File: src/rtl/fht_addr_seq.sv
// Address and control sequencer for a radix-2 FHT butterfly over ping-pong RAM banks.
// Issues X0/X1/X2 reads plus a twiddle index per cycle and replays Y0/Y1 writes LAT cycles later.
module fht_addr_seq #(
  parameter int LOG2_N = 8,
  parameter int LAT    = 4
) (
  input  logic              iCLK,
  input  logic              iRESET,
  input  logic              iSTART,
  output logic              oBUSY,
  output logic              oDONE,
  output logic [LOG2_N-1:0] oSTAGE,
  output logic              oRD_VALID,
  output logic              oRD_BANK,
  output logic [LOG2_N-1:0] oRD_ADDR0,
  output logic [LOG2_N-1:0] oRD_ADDR1,
  output logic [LOG2_N-1:0] oRD_ADDR2,
  output logic [LOG2_N-1:0] oTW_IDX,
  output logic              oWR_EN,
  output logic              oWR_BANK,
  output logic [LOG2_N-1:0] oWR_ADDR0,
  output logic [LOG2_N-1:0] oWR_ADDR1
);

  localparam int WCW = (LAT > 1) ? $clog2(LAT) : 1;

  typedef enum logic [1:0] {IDLE, RUN, WAIT, DONE} state_t;

  state_t            state;
  logic [LOG2_N-1:0] s;
  logic [LOG2_N-1:0] g;
  logic [LOG2_N-1:0] k;
  logic [WCW-1:0]    wcnt;

  logic [LOG2_N-1:0] h;
  logic [LOG2_N-1:0] g_step;
  logic [LOG2_N-1:0] g_nxt;
  logic [LOG2_N-1:0] k_nxt;
  logic              last_k;
  logic              last_g;

  logic              dly_en   [LAT];
  logic              dly_bank [LAT];
  logic [LOG2_N-1:0] dly_a0   [LAT];
  logic [LOG2_N-1:0] dly_a1   [LAT];

  // All four butterfly outputs for stage st, group base gb, offset kk; arithmetic wraps mod N.
  function automatic logic [4*LOG2_N-1:0] bfly_addr(
    input logic [LOG2_N-1:0] st,
    input logic [LOG2_N-1:0] gb,
    input logic [LOG2_N-1:0] kk
  );
    logic [LOG2_N-1:0] hh;
    logic [LOG2_N-1:0] a0;
    logic [LOG2_N-1:0] a1;
    logic [LOG2_N-1:0] a2;
    logic [LOG2_N-1:0] tw;
    hh = LOG2_N'(1) << st;
    a0 = gb + kk;
    a1 = gb + hh + kk;
    a2 = (kk == '0) ? (gb + hh) : (gb + (hh << 1) - kk);
    tw = kk << (LOG2_N'(LOG2_N - 1) - st);
    return {a0, a1, a2, tw};
  endfunction

  // Group base wraps to zero exactly when the last group of the stage has been issued.
  always_comb begin
    h      = LOG2_N'(1) << s;
    g_step = h << 1;
    last_k = (k == (h - LOG2_N'(1)));
    g_nxt  = g + g_step;
    last_g = (g_nxt == '0);
    k_nxt  = last_k ? '0 : (k + LOG2_N'(1));
  end

  assign oBUSY    = (state != IDLE);
  assign oSTAGE   = s;
  assign oRD_BANK = s[0];

  always_ff @(posedge iCLK or negedge iRESET) begin
    if (!iRESET) begin
      state     <= IDLE;
      s         <= '0;
      g         <= '0;
      k         <= '0;
      wcnt      <= '0;
      oDONE     <= 1'b0;
      oRD_VALID <= 1'b0;
      oRD_ADDR0 <= '0;
      oRD_ADDR1 <= '0;
      oRD_ADDR2 <= '0;
      oTW_IDX   <= '0;
    end else begin
      case (state)
        IDLE: begin
          oDONE <= 1'b0;
          if (iSTART) begin
            state     <= RUN;
            s         <= '0;
            g         <= '0;
            k         <= '0;
            oRD_VALID <= 1'b1;
            {oRD_ADDR0, oRD_ADDR1, oRD_ADDR2, oTW_IDX} <= bfly_addr('0, '0, '0);
          end
        end
        RUN: begin
          if (last_k && last_g) begin
            state     <= WAIT;
            oRD_VALID <= 1'b0;
            wcnt      <= '0;
          end else begin
            if (last_k) g <= g_nxt;
            k <= k_nxt;
            {oRD_ADDR0, oRD_ADDR1, oRD_ADDR2, oTW_IDX} <=
              bfly_addr(s, last_k ? g_nxt : g, k_nxt);
          end
        end
        WAIT: begin
          // The final write of the stage retires in this last WAIT cycle.
          if (wcnt == WCW'(LAT - 1)) begin
            if (s == LOG2_N'(LOG2_N - 1)) begin
              state <= DONE;
              oDONE <= 1'b1;
            end else begin
              state     <= RUN;
              s         <= s + LOG2_N'(1);
              g         <= '0;
              k         <= '0;
              oRD_VALID <= 1'b1;
              {oRD_ADDR0, oRD_ADDR1, oRD_ADDR2, oTW_IDX} <=
                bfly_addr(s + LOG2_N'(1), '0, '0);
            end
          end else begin
            wcnt <= wcnt + WCW'(1);
          end
        end
        DONE: begin
          oDONE <= 1'b0;
          state <= IDLE;
        end
        default: state <= IDLE;
      endcase
    end
  end

  // Write-back delay line: the read-side values of each cycle reappear LAT cycles later.
  always_ff @(posedge iCLK or negedge iRESET) begin
    if (!iRESET) begin
      for (int i = 0; i < LAT; i++) begin
        dly_en[i]   <= 1'b0;
        dly_bank[i] <= 1'b0;
        dly_a0[i]   <= '0;
        dly_a1[i]   <= '0;
      end
    end else begin
      dly_en[0]   <= oRD_VALID;
      dly_bank[0] <= ~s[0];
      dly_a0[0]   <= oRD_ADDR0;
      dly_a1[0]   <= oRD_ADDR1;
      for (int i = 1; i < LAT; i++) begin
        dly_en[i]   <= dly_en[i-1];
        dly_bank[i] <= dly_bank[i-1];
        dly_a0[i]   <= dly_a0[i-1];
        dly_a1[i]   <= dly_a1[i-1];
      end
    end
  end

  assign oWR_EN    = dly_en[LAT-1];
  assign oWR_BANK  = dly_bank[LAT-1];
  assign oWR_ADDR0 = dly_a0[LAT-1];
  assign oWR_ADDR1 = dly_a1[LAT-1];

endmodule

File: config.mk
export PLATFORM = sky130hd
export DESIGN_NAME = fht_addr_seq
export DESIGN_NICKNAME = d
export VERILOG_FILES = /design/src/rtl/fht_addr_seq.sv
export SDC_FILE = /design/constraint.sdc
export NUM_CORES = 1
export LEC_CHECK = 0
export CAP_MARGIN = 10
export CORE_MARGIN = 5
export CORE_UTILIZATION = 30
export CTS_BUF_LIST = sky130_fd_sc_hd__clkbuf_4 sky130_fd_sc_hd__clkbuf_8
export CTS_CLUSTER_SIZE = 8
export DETAILED_ROUTE_END_ITERATION = 8
export SLEW_MARGIN = 10
export SYNTH_ARGS = -nofsm -noshare
export SYNTH_HDL_FRONTEND = slang
export SYNTH_SLANG_ARGS = --single-unit
File: constraint.sdc
create_clock -name iCLK -period 7.4 [get_ports iCLK]
set_clock_uncertainty 0.15 [all_clocks]
set_input_delay 1.11 -clock iCLK [delete_from_list [all_inputs] [get_ports iCLK]]
set_output_delay 1.11 -clock iCLK [all_outputs]
set_load 0.01 [all_outputs]
Word-level counts from Yosys, hierarchy flattened --
Index checks and enable logic that the tools add are counted. W data, S select, Z words.
Storage, ports and cells: logic and storage cells 115, register bits after elaboration 134, input port bits 3
Operators by class: bitwise operators 1, reduce and logical (&&, ||, !) cells 16, add/sub/neg operators 12, muxes and demuxes 42, shifts and indexed selects 4, eq/ne operators 13
Operators with widths (number):
- $mux W8 | 19
- $pmux W8 S3 | 6
- $add A8 B8 Y8 | 5
- $shl A1 B8 Y8 const A | 3
- $add A8 B1 Y8 const B | 2
- $logic_not A8 Y1 | 2
- $pmux W8 S2 | 1
- $sub A3 B8 Y8 const A | 2
- $ne A2 B2 Y1 const B | 7
- $mux W2 | 6
- $reduce_and A5 Y1 | 2
- $reduce_and A3 Y1 | 3
- $eq A8 B3 Y1 const B | 1
- $eq A8 B8 Y1 | 1
- $pmux W2 S4 | 1
- $reduce_bool A2 Y1 | 4
- $shl A8 B8 Y8 | 1
- $sub A8 B1 Y8 const B | 1
- $sub A8 B8 Y8 | 1
- $eq A2 B2 Y1 const B | 3
- $mux W1 | 6
- $pmux W2 S2 | 1
- $reduce_and A4 Y1 | 1
- $pmux W1 S3 | 1
- other kinds (8) | 8

Longest topological paths before layout --
Gate-level depths: netlist of the first run.
depth after elaboration 9, depth in mapped cells 29

Worst setup path after synthesis of the first run --
OpenSTA, ideal clock, no wires.
path kind register -> register, from reg s[6] (netlist: oSTAGE[6]), to reg oRD_ADDR1[7], stages on the path, launching flop included 29, path slack 1.211 ns, period minus slack after synthesis 6.189 ns, library setup time 0.082 ns, buffers on the path 3, arrival 5.957 ns, cell sequence dfrtp_1 -> buf_6 -> nor3_4 -> nand2_1 -> nor2_1 -> nand3_1 -> ha_1 -> clkbuf_1 -> nor2b_1 -> a31oi_1 -> o21ai_0 -> or4_4 -> nor3_1 -> buf_2 -> mux2_2 -> ha_1 -> nor2b_1 -> o21ai_0 -> nand2b_1 -> xor2_1 -> ha_1 -> nand3_1 -> nand4b_1 -> a21o_1 -> a21oi_1 -> xor2_1 -> or2_2 -> mux2_4 -> a22oi_2
Between the ends: word-level cells in the longest chain between the ends 8
RTL lines:
- start, declared | RTL line 30 | logic [LOG2_N-1:0] s;
- start signal, assigned | RTL line 126 | s <= s + LOG2_N'(1);
- $shl A1 B8 Y8 | RTL line 58, 68
- $sub A8 B1 Y8 | RTL line 70 | last_k = (k == (h - LOG2_N'(1)));
- $eq A8 B8 Y1 | RTL line 70
- $mux W8
- $add A8 B8 Y8 (2 in a row) | RTL line 60 | a1 = gb + hh + kk;
- $mux W8 | RTL line 107 | if (last_k && last_g) begin
- $pmux W8 S3 | RTL line 94 | case (state)
- end signal, assigned | RTL line 103 | {oRD_ADDR0, oRD_ADDR1, oRD_ADDR2, oTW_IDX} <= bfly_addr('0, '0, '0);
- end signal, assigned | RTL line 114 | {oRD_ADDR0, oRD_ADDR1, oRD_ADDR2, oTW_IDX} <=
- end signal, assigned | RTL line 130 | {oRD_ADDR0, oRD_ADDR1, oRD_ADDR2, oTW_IDX} <=
- end, declared | RTL line 16 | output logic [LOG2_N-1:0] oRD_ADDR1,
Parallel ways exist; a longest one is shown, timed or not. The select of a mux whose other input is x is not followed. A chain may end at the register's enable or synchronous reset.

Worst setup path in the final report of the first run --
from reg s[4] (netlist: oSTAGE[4]), to reg oRD_ADDR1[7]
Same word-level chain as after synthesis.

==> results of run 1 <==
through the flow:
| step | area [µm²] | hold slack [ns] |
|---|---|---|
| floorplan | 7257 | 0.1812 |
| global placement | 8080 | 0.1823 |
| detailed placement | 8080 | 0.1847 |
| CTS | 8471 | 0.1929 |
| global route | 8473 | 0.2058 |
| finish | 8473 | 0.1939 |
state kept, by name (all words and copies together), names as in the netlist, 3 cells and up:
signal / flops
oRD_ADDR2: 8
oRD_ADDR1: 8
dly_a1: 24
oTW_IDX: 8
oWR_ADDR0: 8
k: 8
dly_a0: 24
g: 7
oSTAGE: 8
oRD_ADDR0: 8
dly_en: 3
oWR_ADDR1: 8
dly_bank: 3
routing by layer:
metal  vias to the layer above  wire (µm)  part of all wire  GRT usage
met1                      2612       8046              0.47     0.1805
met2                       137       8058              0.47     0.2120
met3                        18        842             0.049    0.02829
met5                         -          0                 0          0
li1                       2574          -                 -          -
met4                         0        239             0.014    0.04312
synth_stat cells, drive strengths merged (4+ instances only):
master and instances:
dfrtp 133, nand2 81, o21ai 48, nor2 45, ha 43, inv 41
a21oi 35, buf 29, clkbuf 24, xnor2 24, o31ai 23, nand3 22
xor2 21, a21o 17, nor2b 14, mux2 13, nor3 13, fa 11
nand2b 8, mux2i 7, a31oi 5, nand4 5, a211oi 4
worst max-delay path, stage by stage, from the launching register on:
cell	delay, ns
dfrtp_1	0.55
nor2_2	0.36
nand2_1	0.21
nor2_1	0.20
nand3_1	0.26
ha_1	0.41
nor2b_1	0.19
a31oi_1	0.17
o21ai_0	0.10
or4_4	0.55
nor3_2	0.31
buf_4	0.29
mux2_2	0.39
ha_1	0.34
o21ai_0	0.10
nand2b_1	0.12
xor2_1	0.23
ha_1	0.33
nand4_1	0.12
nand4b_1	0.14
a21o_1	0.20
a21oi_1	0.22
xor2_1	0.12
or2_2	0.28
mux2_4	0.26
a22oi_2	0.14
what timing repair did:
| item | CTS | global route |
|---|---|---|
| hold buffers | 0 | 0 |
| endpoints found under the setup margin | 0 | 1 |
| resized for setup | 0 | 1 |
cells by family (layout without fill, tap and decap cells):
family / Yosys count / in the layout / synth area share
other cells: 1 / 2 / 0.0005170
xor+xnor: 45 / 45 / 0.05434
compound gates: 168 / 168 / 0.1499
flops: 133 / 133 / 0.4589
simple gates: 211 / 211 / 0.1408
buf+inv: 95 / 145 / 0.06072
fa+ha+maj: 54 / 54 / 0.1045
mux: 20 / 20 / 0.03036
cell type report:
cell class                 instances  area share
tap                              324     0.04784
sequential                       133      0.3928
inverter                          42     0.01861
clock buffer                      17     0.02761
multi-input combinational        500      0.4127
timing repair buffer              71     0.08196
clock inverter                    15     0.01846
worst max path at each step:
| stage | endpoint | cells past startpoint |
|---|---|---|
| final | oRD_ADDR1[7] | 25 |
| after global routing | oRD_ADDR1[7] | 25 |
| after CTS | oRD_ADDR1[7] | 25 |
| after floorplan | oRD_ADDR1[7] | 28 |
| after global placement | oRD_ADDR1[7] | 25 |
| after detailed placement | oRD_ADDR1[7] | 25 |
report_power, final:
| part | internal, W | switching [W] |
|---|---|---|
| clock | 0.000280 | 0.000329 |
| sequential | 0.000872 | 0.0000980 |
| combinational | 0.000782 | 0.00115 |
==> results by group, run 1 <==
Worst hold path
  • Hold Path Origin: dly_bank[2]
  • WHS Path Cells: 0
  • Worst hold path type: flip-flop to flip-flop
  • Hold worst-path end: dly_bank[1]

Synth
  • Seq/Total Area, Yosys: 0.4589
  • Area leader, netlist: dfrtp_1
  • Synthesized area: 7253 µm²
  • Post-synth ARST share: 1.000
  • Post-Synthesis Cells: 727
  • Top_reg_cell synth: dfrtp_1
  • Post-synth EDFFs: 0
  • Synth unique cells: 64
  • Synth top area cells: dfrtp_1 46%, ha_1 7.4%, nand2_1 4.2%
  • Yosys warning count: 0
  • Post-synth top area share: 0.4589
  • Mapped Avg Cell Area: 9.977 µm²
  • Register bit total from synthesis: 133

Detailed routing
  • Via count: 5341
  • First-pass DRT Iterations: 5
  • Routed len/inst: 15.60 µm
  • DRT Wirelength: 17190 µm
  • Vias per cell: 4.847
  • DRT antenna net count: 0
  • Drt initial violations: 467
  • Residual DRC: 0

Global route
  • Pin count of the biggest net entering global routing: 79
  • First-pass GRT wire length: 28610 µm
  • GRT Total Usage: 0.1328
  • Grt ovf: 0
  • Initial antenna violation count: 0
  • Vias in the first global route: 5358

Finish
  • Fillers: 2434
  • Commonest non-fill, non-tap cell in the layout: dfrtp_1
  • Area Overhead vs Synth: 16.82%
  • Area taken by multi-input logic gates: 3497 µm²
  • Fin nets: 822
  • Non-Filler Instances: 1102
  • Post-layout util: 0.3525
  • Layout cell share with drive strength beyond 1: 0.08612
  • Ant. Diodes: 0
  • Most frequent cells in the layout: 133 x dfrtp_1, 81 x nand2_1, 63 x clkdlybuf4s50_1, 47 x o21ai_0, 44 x nor2_1
  • Seq. cell area: 3328 µm²

Critical path
  • WS Path Type: flip-flop to flip-flop
  • Reg2reg setup slack: 0.60 ns
  • Crit end category: flip-flop
  • Critical Path AT: 7.02 ns
  • R2R depth: 25
  • Startpoint types: flip-flop
  • RR Endpoint: oRD_ADDR1[7]
  • Reg2reg start: oSTAGE[4]
  • Critical path startpoint: oSTAGE[4]
  • Required @ worst endpoint: 7.62 ns
  • Critical Path Fanout Max: 17

Power
  • Tot Pwr: 0.003512 W
  • Pwr/cell area: 414.5 nW/µm²
  • Pleak: 3.918 nW
  • Worst IR drop on VDD: 0.1747 mV

Floorplanning
  • Core area: 24030 µm²
  • Initial core utilization: 0.3018
  • Rows: 57
  • Die area: 27390 µm²
  • Chip width: 165.5 µm
  • Die height: 165.5 µm
  • IO Count: 65

Clock tree
  • CTS Buf Count: 17
  • Clk_lat worst skew: 0.45 ns
  • Post-CTS Setup Inserts: 0
  • Clock Root Buffer: clkbuf_8
  • Clk slew on worst S/H paths: 0.09 ns
  • Max clock buf depth: 2
  • Clock sink count: 133
  • CTS H-tree depth: 4
  • CTS tree: yes

Outcome
  • Status: finished, final reports clean

Place
  • Final Wtd Congestion: 0.9219
  • I/O Buffers: 64
  • Placement Setup Slack: 0.5407 ns
  • DP Wirelength: 12780 µm
  • DP Cell Count: 1070

STA
  • Final worst-path setup slack: 0.5995 ns
  • Fin crit period: 6.801 ns
  • Final setup viols: 0
  • Fmax: 147.0 MHz
  • RSZ-0062 raised after global routing: false
  • Hold Vio Cnt, Final: 0
  • Worst rel slew slack: 0.3358
  • Worst slew pin tran: 0.9963 ns
  • Tcrit/Tclk final: 0.9190
  • Pins Over Slew Limit: 0
  • Fin Setup TNS: 0 ns

Job
  • Max-Cap Viols: 0
Power figures use the tool's default switching activity.
==> inputs of run 2 (changes only) <==
--- a/config.mk
+++ b/config.mk
@@ -6,7 +6,8 @@
 export NUM_CORES = 1
 export LEC_CHECK = 0
 export CAP_MARGIN = 10
-export CORE_MARGIN = 5
+export CORE_ASPECT_RATIO = 1.5
+export CORE_MARGIN = 10
 export CORE_UTILIZATION = 30
 export CTS_BUF_LIST = sky130_fd_sc_hd__clkbuf_4 sky130_fd_sc_hd__clkbuf_8
 export CTS_CLUSTER_SIZE = 8
==> constraint.sdc (replaced) <==
create_clock -name iCLK -period 6 [get_ports iCLK]
set_clock_uncertainty 0.15 [all_clocks]
set_input_delay 0.9 -clock iCLK [delete_from_list [all_inputs] [get_ports iCLK]]
set_output_delay 0.9 -clock iCLK [all_outputs]
set_load 0.01 [all_outputs]
==> results by group, run 2 (synthesis results as in run 1) <==
Power
  • Logic pwr share: 0.560 (+0.010)
  • Sequential share of power: 0.259 (-0.017)
  • NetSw: 0.001960 W (+24%)
  • Worst IR drop on VDD: 0.1859 mV (+6.4%)
  • Sw Share: 0.4312 (-0.01822)
  • Pleak: 4.080 nW (+4.1%)
  • Int Pwr: 0.002586 W (+34%)
  • Pwr/cell area: 518.8 nW/µm² (+25%)
  • Clk pwr share: 0.181 (+0.008)
  • Tot Pwr: 0.004546 W (+29%)

Detailed routing
  • Routed len/inst: 16.66 µm (+6.9%)
  • DRT antenna net count: 0 (unchanged)
  • Residual DRC: 0 (unchanged)
  • First-pass DRT Iterations: 6 (+1)
  • Drt initial violations: 398 (-15%)
  • Via count: 5390 (+0.92%)
  • Vias per cell: 4.804 (-0.88%)
  • DRT Wirelength: 18700 µm (+8.8%)

STA
  • Pins Over Slew Limit: 0 (unchanged)
  • Hold Vio Cnt, Final: 0 (unchanged)
  • Fin crit period: 5.604 ns (-1.197 ns)
  • Fin Setup TNS: 0 ns (unchanged)
  • Tcrit/Tclk final: 0.9340 (+0.01501)
  • Final setup viols: 0 (unchanged)
  • Fmax: 178.4 MHz (+21%)
  • RSZ-0062 raised after global routing: false
  • Worst rel slew slack: 0.4631 (+0.1273)
  • Worst slew pin tran: 0.8045 ns (-0.1918 ns)

Outcome
  • Status: finished, final reports clean

Clock tree
  • Clock sink count: 133 (unchanged)
  • CTS H-tree depth: 4 (unchanged)
  • Clk slew on worst S/H paths: 0.10 ns (about the same)
  • Max clock buf depth: 2 (unchanged)
  • Clock Root Buffer: clkbuf_8
  • CTS Hold Bufs: 0 (unchanged)
  • CTS Buf Count: 17 (unchanged)
  • CTS tree: yes
  • Clk_lat worst skew: 0.46 ns (about the same)

Place
  • DP Cell Count: 1088 (+1.7%)
  • Final Wtd Congestion: 0.9452 (+2.5%)
  • Placed Area: 8269 µm² (+2.3%)
  • DP Wirelength: 14300 µm (+12%)
  • I/O Buffers: 64 (unchanged)

Floorplanning
  • Chip width: 147.0 µm (-11%)
  • Die area: 30920 µm² (+13%)
  • Core area: 23740 µm² (-1.2%)
  • Die height: 210.4 µm (+27%)
  • Initial core utilization: 0.3055 (+0.003722)
  • IO Count: 65 (unchanged)
  • Rows: 69 (+21%)

Finish
  • Most frequent cells in the layout: 133 x dfrtp_1, 80 x nand2_1, 63 x clkdlybuf4s50_1, 47 x o21ai_0, 43 x nor2_1
  • Layout cell share with drive strength beyond 1: 0.1233 (+0.03717)
  • Non-Filler Instances: 1122 (+1.8%)
  • Largest regs: dly_a0 (24), dly_a1 (24)
  • Final instance area: 8762 µm² (+3.4%)
  • Commonest non-fill, non-tap cell in the layout: dfrtp_1
  • Area Overhead vs Synth: 20.80%
  • Ant. Diodes: 0 (unchanged)
  • Fin nets: 847 (+3.0%)

Global route
  • GRT Total Usage: 0.1232 (-0.009596)
  • Initial antenna violation count: 0 (unchanged)
  • Grt ovf: 0 (unchanged)
  • Pin count of the biggest net entering global routing: 82 (+3.8%)
  • First-pass GRT wire length: 30300 µm (+5.9%)
  • Vias in the first global route: 5499 (+2.6%)

Critical path
  • Crit end category: flip-flop
  • Critical Path Fanout Max: 5 (-12)
  • Reg2reg setup slack: 0.40 ns (-0.20 ns)
  • WS Path Type: flip-flop to flip-flop
  • Delay-heaviest family, CP: simple AND/OR/NAND/NOR gates
  • Crit-path slowest cell: or4_4
  • Critical path's largest stage delay: 0.56 ns (about the same)
  • Critical Path AT: 5.84 ns (-1.18 ns)
  • Required @ worst endpoint: 6.24 ns (-1.38 ns)
  • Number of buffers and inverters on the critical path: 1 (unchanged)
  • Startpoint types: flip-flop

Job
  • Max-Cap Viols: 0 (unchanged)

Worst hold path
  • Worst hold path type: flip-flop to flip-flop
## run 2: cell count changes in the layout (fill, tap and decap cells not counted), moves of 2 or more
cell / previous run / this run
clkinv_4: 1 / 3
clkinvlp_4: 2 / 0
buf_4: 7 / 31
bufinv_16: 1 / 3
inv_8: 4 / 2
## run 2: area by class of cell
cell class              instances  area, µm²
fillers                      2392      14980
multi-input cells             500       3547
flip-flops and latches        133       3328
repair buffers                 96      894.6
well taps                     319      399.1
clock buffers                  18      247.7
clock inverters                14      187.7
inverters                      42      157.7
## run 2: per-stage QoR
step	hold slack, ns	util	worst slack, ns
global placement	0.1813	0.3483	0.2762
global route	0.1979	0.3691	0.01006
CTS	0.1981	0.3666	0.1510
finish	0.1966	0.3691	0.3960
floorplan	0.1812	-	0.008991
detailed placement	0.1847	0.3483	0.1829
## run 2: final timing paths
check	startpoint	end	cells past startpoint
max in group asynchronous	iRESET	oWR_ADDR1[2]	2
setup reg to reg	oSTAGE[5]	oRD_ADDR1[7]	26
hold reg to reg	dly_a0[28]	dly_a0[20]	0
setup / recovery	oSTAGE[5]	oRD_ADDR1[7]	26
hold / removal	dly_a0[28]	dly_a0[20]	0
min in group asynchronous	iRESET	dly_a0[29]	1
## run 2: worst reg2reg max path, stage by stage, from the launching register on
cell	delay (ns)
dfrtp_1	0.41
nor3_4	0.23
nand2_2	0.09
nor2_2	0.16
nand3_2	0.11
ha_1	0.22
nor2b_1	0.14
a31oi_1	0.16
o21ai_0	0.09
or4_4	0.56
nor3_4	0.33
mux2_2	0.41
inv_1	0.14
fa_2	0.23
nor2b_1	0.04
o21ai_0	0.13
nand2b_1	0.12
xor2_2	0.22
ha_4	0.26
nand3_1	0.08
nand4b_1	0.15
a21o_1	0.21
a21oi_1	0.16
xor2_1	0.09
or2_2	0.27
mux2_4	0.26
a22oi_2	0.14
## run 2: power by group through the flow
stage,Clock (W),Combinational (W),Sequential [W]
3_3_place_gp,0,0.00248,0.00119
3_5_place_dp,0,0.00250,0.00120
4_1_cts,0.000854,0.00251,0.00118
2_1_floorplan,0,0.00171,0.00119
6_report,0.000823,0.00254,0.00118
5_1_grt,0.000885,0.00282,0.00120
## run 2: routing by layer
metal  wire [µm]  global-route usage  share of wire  vias up
li1            -                   -              -     2626
met1        7372              0.1328           0.39     2632
met2       10130              0.2239           0.54       99
met3         587             0.02080          0.031       33
met4         606             0.06785          0.032        0
met5           0                   0              0        -
## run 2: timing repair
action,4_1_cts,5_1_grt
endpoints found under the setup margin,0,2
gates resized for setup,0,7
setup buffers,0,2
==> inputs of run 3 (changes only) <==
--- a/config.mk
+++ b/config.mk
@@ -9,7 +9,6 @@
 export CORE_ASPECT_RATIO = 1.5
 export CORE_MARGIN = 10
 export CORE_UTILIZATION = 30
-export CTS_BUF_LIST = sky130_fd_sc_hd__clkbuf_4 sky130_fd_sc_hd__clkbuf_8
 export CTS_CLUSTER_SIZE = 8
 export DETAILED_ROUTE_END_ITERATION = 8
 export SLEW_MARGIN = 10
==> results by group, run 3 (synthesis results as in run 1) <==
Clock tree
  • Max clock buf depth: 2 (unchanged)
  • CTS Buf Count: 17 (unchanged)
  • CTS H-tree depth: 4 (unchanged)
  • Clk slew on worst S/H paths: 0.07 ns (-0.03 ns)
  • CTS tree: yes
  • CTS Hold Bufs: 0 (unchanged)
  • Clock Root Buffer: clkbuf_16
  • Clk_lat worst skew: 0.42 ns (-0.04 ns)
  • Clock sink count: 133 (unchanged)

STA
  • Tcrit/Tclk final: 0.9300 (-0.003992)
  • Worst slew pin tran: 0.7665 ns (-0.03804 ns)
  • RSZ-0062 raised after global routing: false
  • Fmax: 179.2 MHz (+0.43%)
  • Pins Over Slew Limit: 0 (unchanged)
  • Hold Vio Cnt, Final: 0 (unchanged)
  • Final setup viols: 0 (unchanged)
  • Final worst-path setup slack: 0.4200 ns (+0.02395 ns)
  • Fin Setup TNS: 0 ns (unchanged)
  • Fin crit period: 5.580 ns (-0.02395 ns)
  • Worst rel slew slack: 0.4885 (+0.02539)

Place
  • Final Wtd Congestion: 0.9452 (unchanged)
  • I/O Buffers: 64 (unchanged)
  • DP Wirelength: 14300 µm (unchanged)
  • Placement Setup Slack: 0.1829 ns (unchanged)

Global route
  • Vias in the first global route: 5523 (+0.44%)
  • Pin count of the biggest net entering global routing: 82 (unchanged)
  • GRT Total Usage: 0.1229 (-0.0003378)
  • Initial antenna violation count: 0 (unchanged)
  • Grt ovf: 0 (unchanged)
  • First-pass GRT wire length: 30330 µm (about the same)

Power
  • Pleak: 4.166 nW (+2.1%)
  • Int Pwr: 0.002832 W (+9.5%)
  • Sequential share of power: 0.245 (-0.014)
  • Pwr/cell area: 538.3 nW/µm² (+3.7%)
  • NetSw: 0.001988 W (+1.4%)
  • Worst IR drop on VDD: 0.2370 mV (+27%)
  • Logic pwr share: 0.527 (-0.033)
  • Sw Share: 0.4125 (-0.01869)
  • Clk pwr share: 0.228 (+0.047)

Finish
  • Area taken by multi-input logic gates: 3550 µm² (about the same)
  • Area Overhead vs Synth: 23.48%
  • Ant. Diodes: 0 (unchanged)
  • Layout cell share with drive strength beyond 1: 0.1245 (+0.001245)
  • Fillers: 2361 (-1.3%)
  • Seq. cell area: 3328 µm² (unchanged)
  • Fin nets: 847 (unchanged)
  • Most frequent cells in the layout: 133 x dfrtp_1, 80 x nand2_1, 63 x clkdlybuf4s50_1, 47 x o21ai_0, 43 x nor2_1
  • Commonest non-fill, non-tap cell in the layout: dfrtp_1
  • Largest regs: dly_a0 (24), dly_a1 (24)

Worst hold path
  • Hold Path Origin: dly_a1[16]
  • Hold worst-path end: dly_a1[8]
  • WHS Path Cells: 0 (unchanged)
  • Worst hold path type: flip-flop to flip-flop

Critical path
  • Critical path startpoint: oSTAGE[5]
  • Critical path's largest stage delay: 0.55 ns (about the same)
  • Critical Path AT: 5.77 ns (-0.07 ns)
  • Reg2reg setup slack: 0.42 ns (+0.02 ns)
  • Required @ worst endpoint: 6.19 ns (-0.05 ns)
  • Crit end category: flip-flop
  • R2R depth: 26 (unchanged)
  • Reg2reg start: oSTAGE[5]
  • Startpoint types: flip-flop
  • Critical Path Fanout Max: 5 (unchanged)
  • Number of buffers and inverters on the critical path: 1 (unchanged)
  • WS Path Type: flip-flop to flip-flop
  • Delay-heaviest family, CP: simple AND/OR/NAND/NOR gates
  • Crit-path slowest cell: or4_4
  • RR Endpoint: oRD_ADDR1[7]

Floorplanning
  • Initial core utilization: 0.3055 (unchanged)
  • Die area: 30920 µm² (unchanged)
  • Core area: 23740 µm² (unchanged)
  • Die height: 210.4 µm (unchanged)
  • Rows: 69 (unchanged)
  • Chip width: 147.0 µm (unchanged)
  • IO Count: 65 (unchanged)

Detailed routing
  • First-pass DRT Iterations: 4 (-2)
  • Routed len/inst: 16.68 µm (about the same)
  • DRT Wirelength: 18710 µm (about the same)
  • Via count: 5408 (+0.33%)
  • Vias per cell: 4.820 (+0.33%)
  • DRT antenna net count: 0 (unchanged)
  • Residual DRC: 0 (unchanged)
  • Drt initial violations: 359 (-9.8%)

Outcome
  • Status: finished, final reports clean

Job
  • Max-Cap Viols: 0 (unchanged)
## run 3: cell counts in the layout (fill, tap and decap cells not counted)
Identical to the previous run, type by type.
## run 3: layer usage
metal,vias to the layer above,routed length (µm),track usage
met2,109,10150,0.2234
met5,-,0,0
met1,2638,7407,0.1342
li1,2623,-,-
met3,38,552,0.01973
met4,0,606,0.06443
## run 3: worst max path at each step
stage                    to  slack [ns]  depth (start not counted)
2_1_floorplan  oRD_ADDR1[7]       0.009                         27
3_3_place_gp   oRD_ADDR1[7]        0.28                         24
3_5_place_dp   oRD_ADDR1[7]        0.18                         26
4_1_cts        oRD_ADDR1[7]        0.15                         26
5_1_grt        oRD_ADDR1[7]        0.03                         25
6_report       oRD_ADDR1[7]        0.42                         26
## run 3: final cells by class
cell class                      instances  share of cell area
Multi-Input combinational cell        500              0.3963
Clock buffer                           18             0.04904
Clock inverter                         14             0.02096
Sequential cell                       133              0.3716
Tap cell                              319             0.04457
Inverter                               42             0.01760
Timing Repair Buffer                   96             0.09989
## run 3: power groups by stage
stage	sequential (W)	combinational (W)	clock (W)
CTS	0.00118	0.00251	0.00113
finish	0.00118	0.00254	0.00110
detailed placement	0.00120	0.00250	0
global route	0.00121	0.00283	0.00116
global placement	0.00119	0.00248	0
floorplan	0.00119	0.00171	0
## run 3: worst reg2reg max path, cell delays in order, from the launching register on
cell and delay (ns):
dfrtp_1 0.40, nor3_4 0.23, nand2_2 0.09, nor2_2 0.16, nand3_2 0.11, ha_2 0.20, nor2b_1 0.13, a31oi_1 0.16
o21ai_0 0.09, or4_4 0.55, nor3_4 0.33, mux2_2 0.41, inv_1 0.14, fa_2 0.23, nor2b_1 0.04, o21ai_0 0.13
nand2b_1 0.12, xor2_2 0.22, ha_4 0.26, nand3_1 0.08, nand4b_1 0.15, a21o_1 0.21, a21oi_1 0.16, xor2_1 0.09
or2_2 0.27, mux2_4 0.26, a22oi_2 0.14
## run 3: metrics by stage
stage               area [µm²]  cells  hold WS, ns    util  total power, W
finish                    8956   1122       0.1920  0.3772        0.004821
global route              8956   1122       0.1978  0.3772        0.005196
CTS                       8896   1120       0.1948  0.3747        0.004824
detailed placement        8269   1088       0.1847  0.3483        0.003698
global placement          8269   1088       0.1813  0.3483        0.003676
floorplan                 7274    728       0.1812       -        0.002897
## run 3: what timing repair did
action                                  4_1_cts  5_1_grt
resized for setup                             0        8
setup buffers                                 0        2
endpoints found under the setup margin        0        2
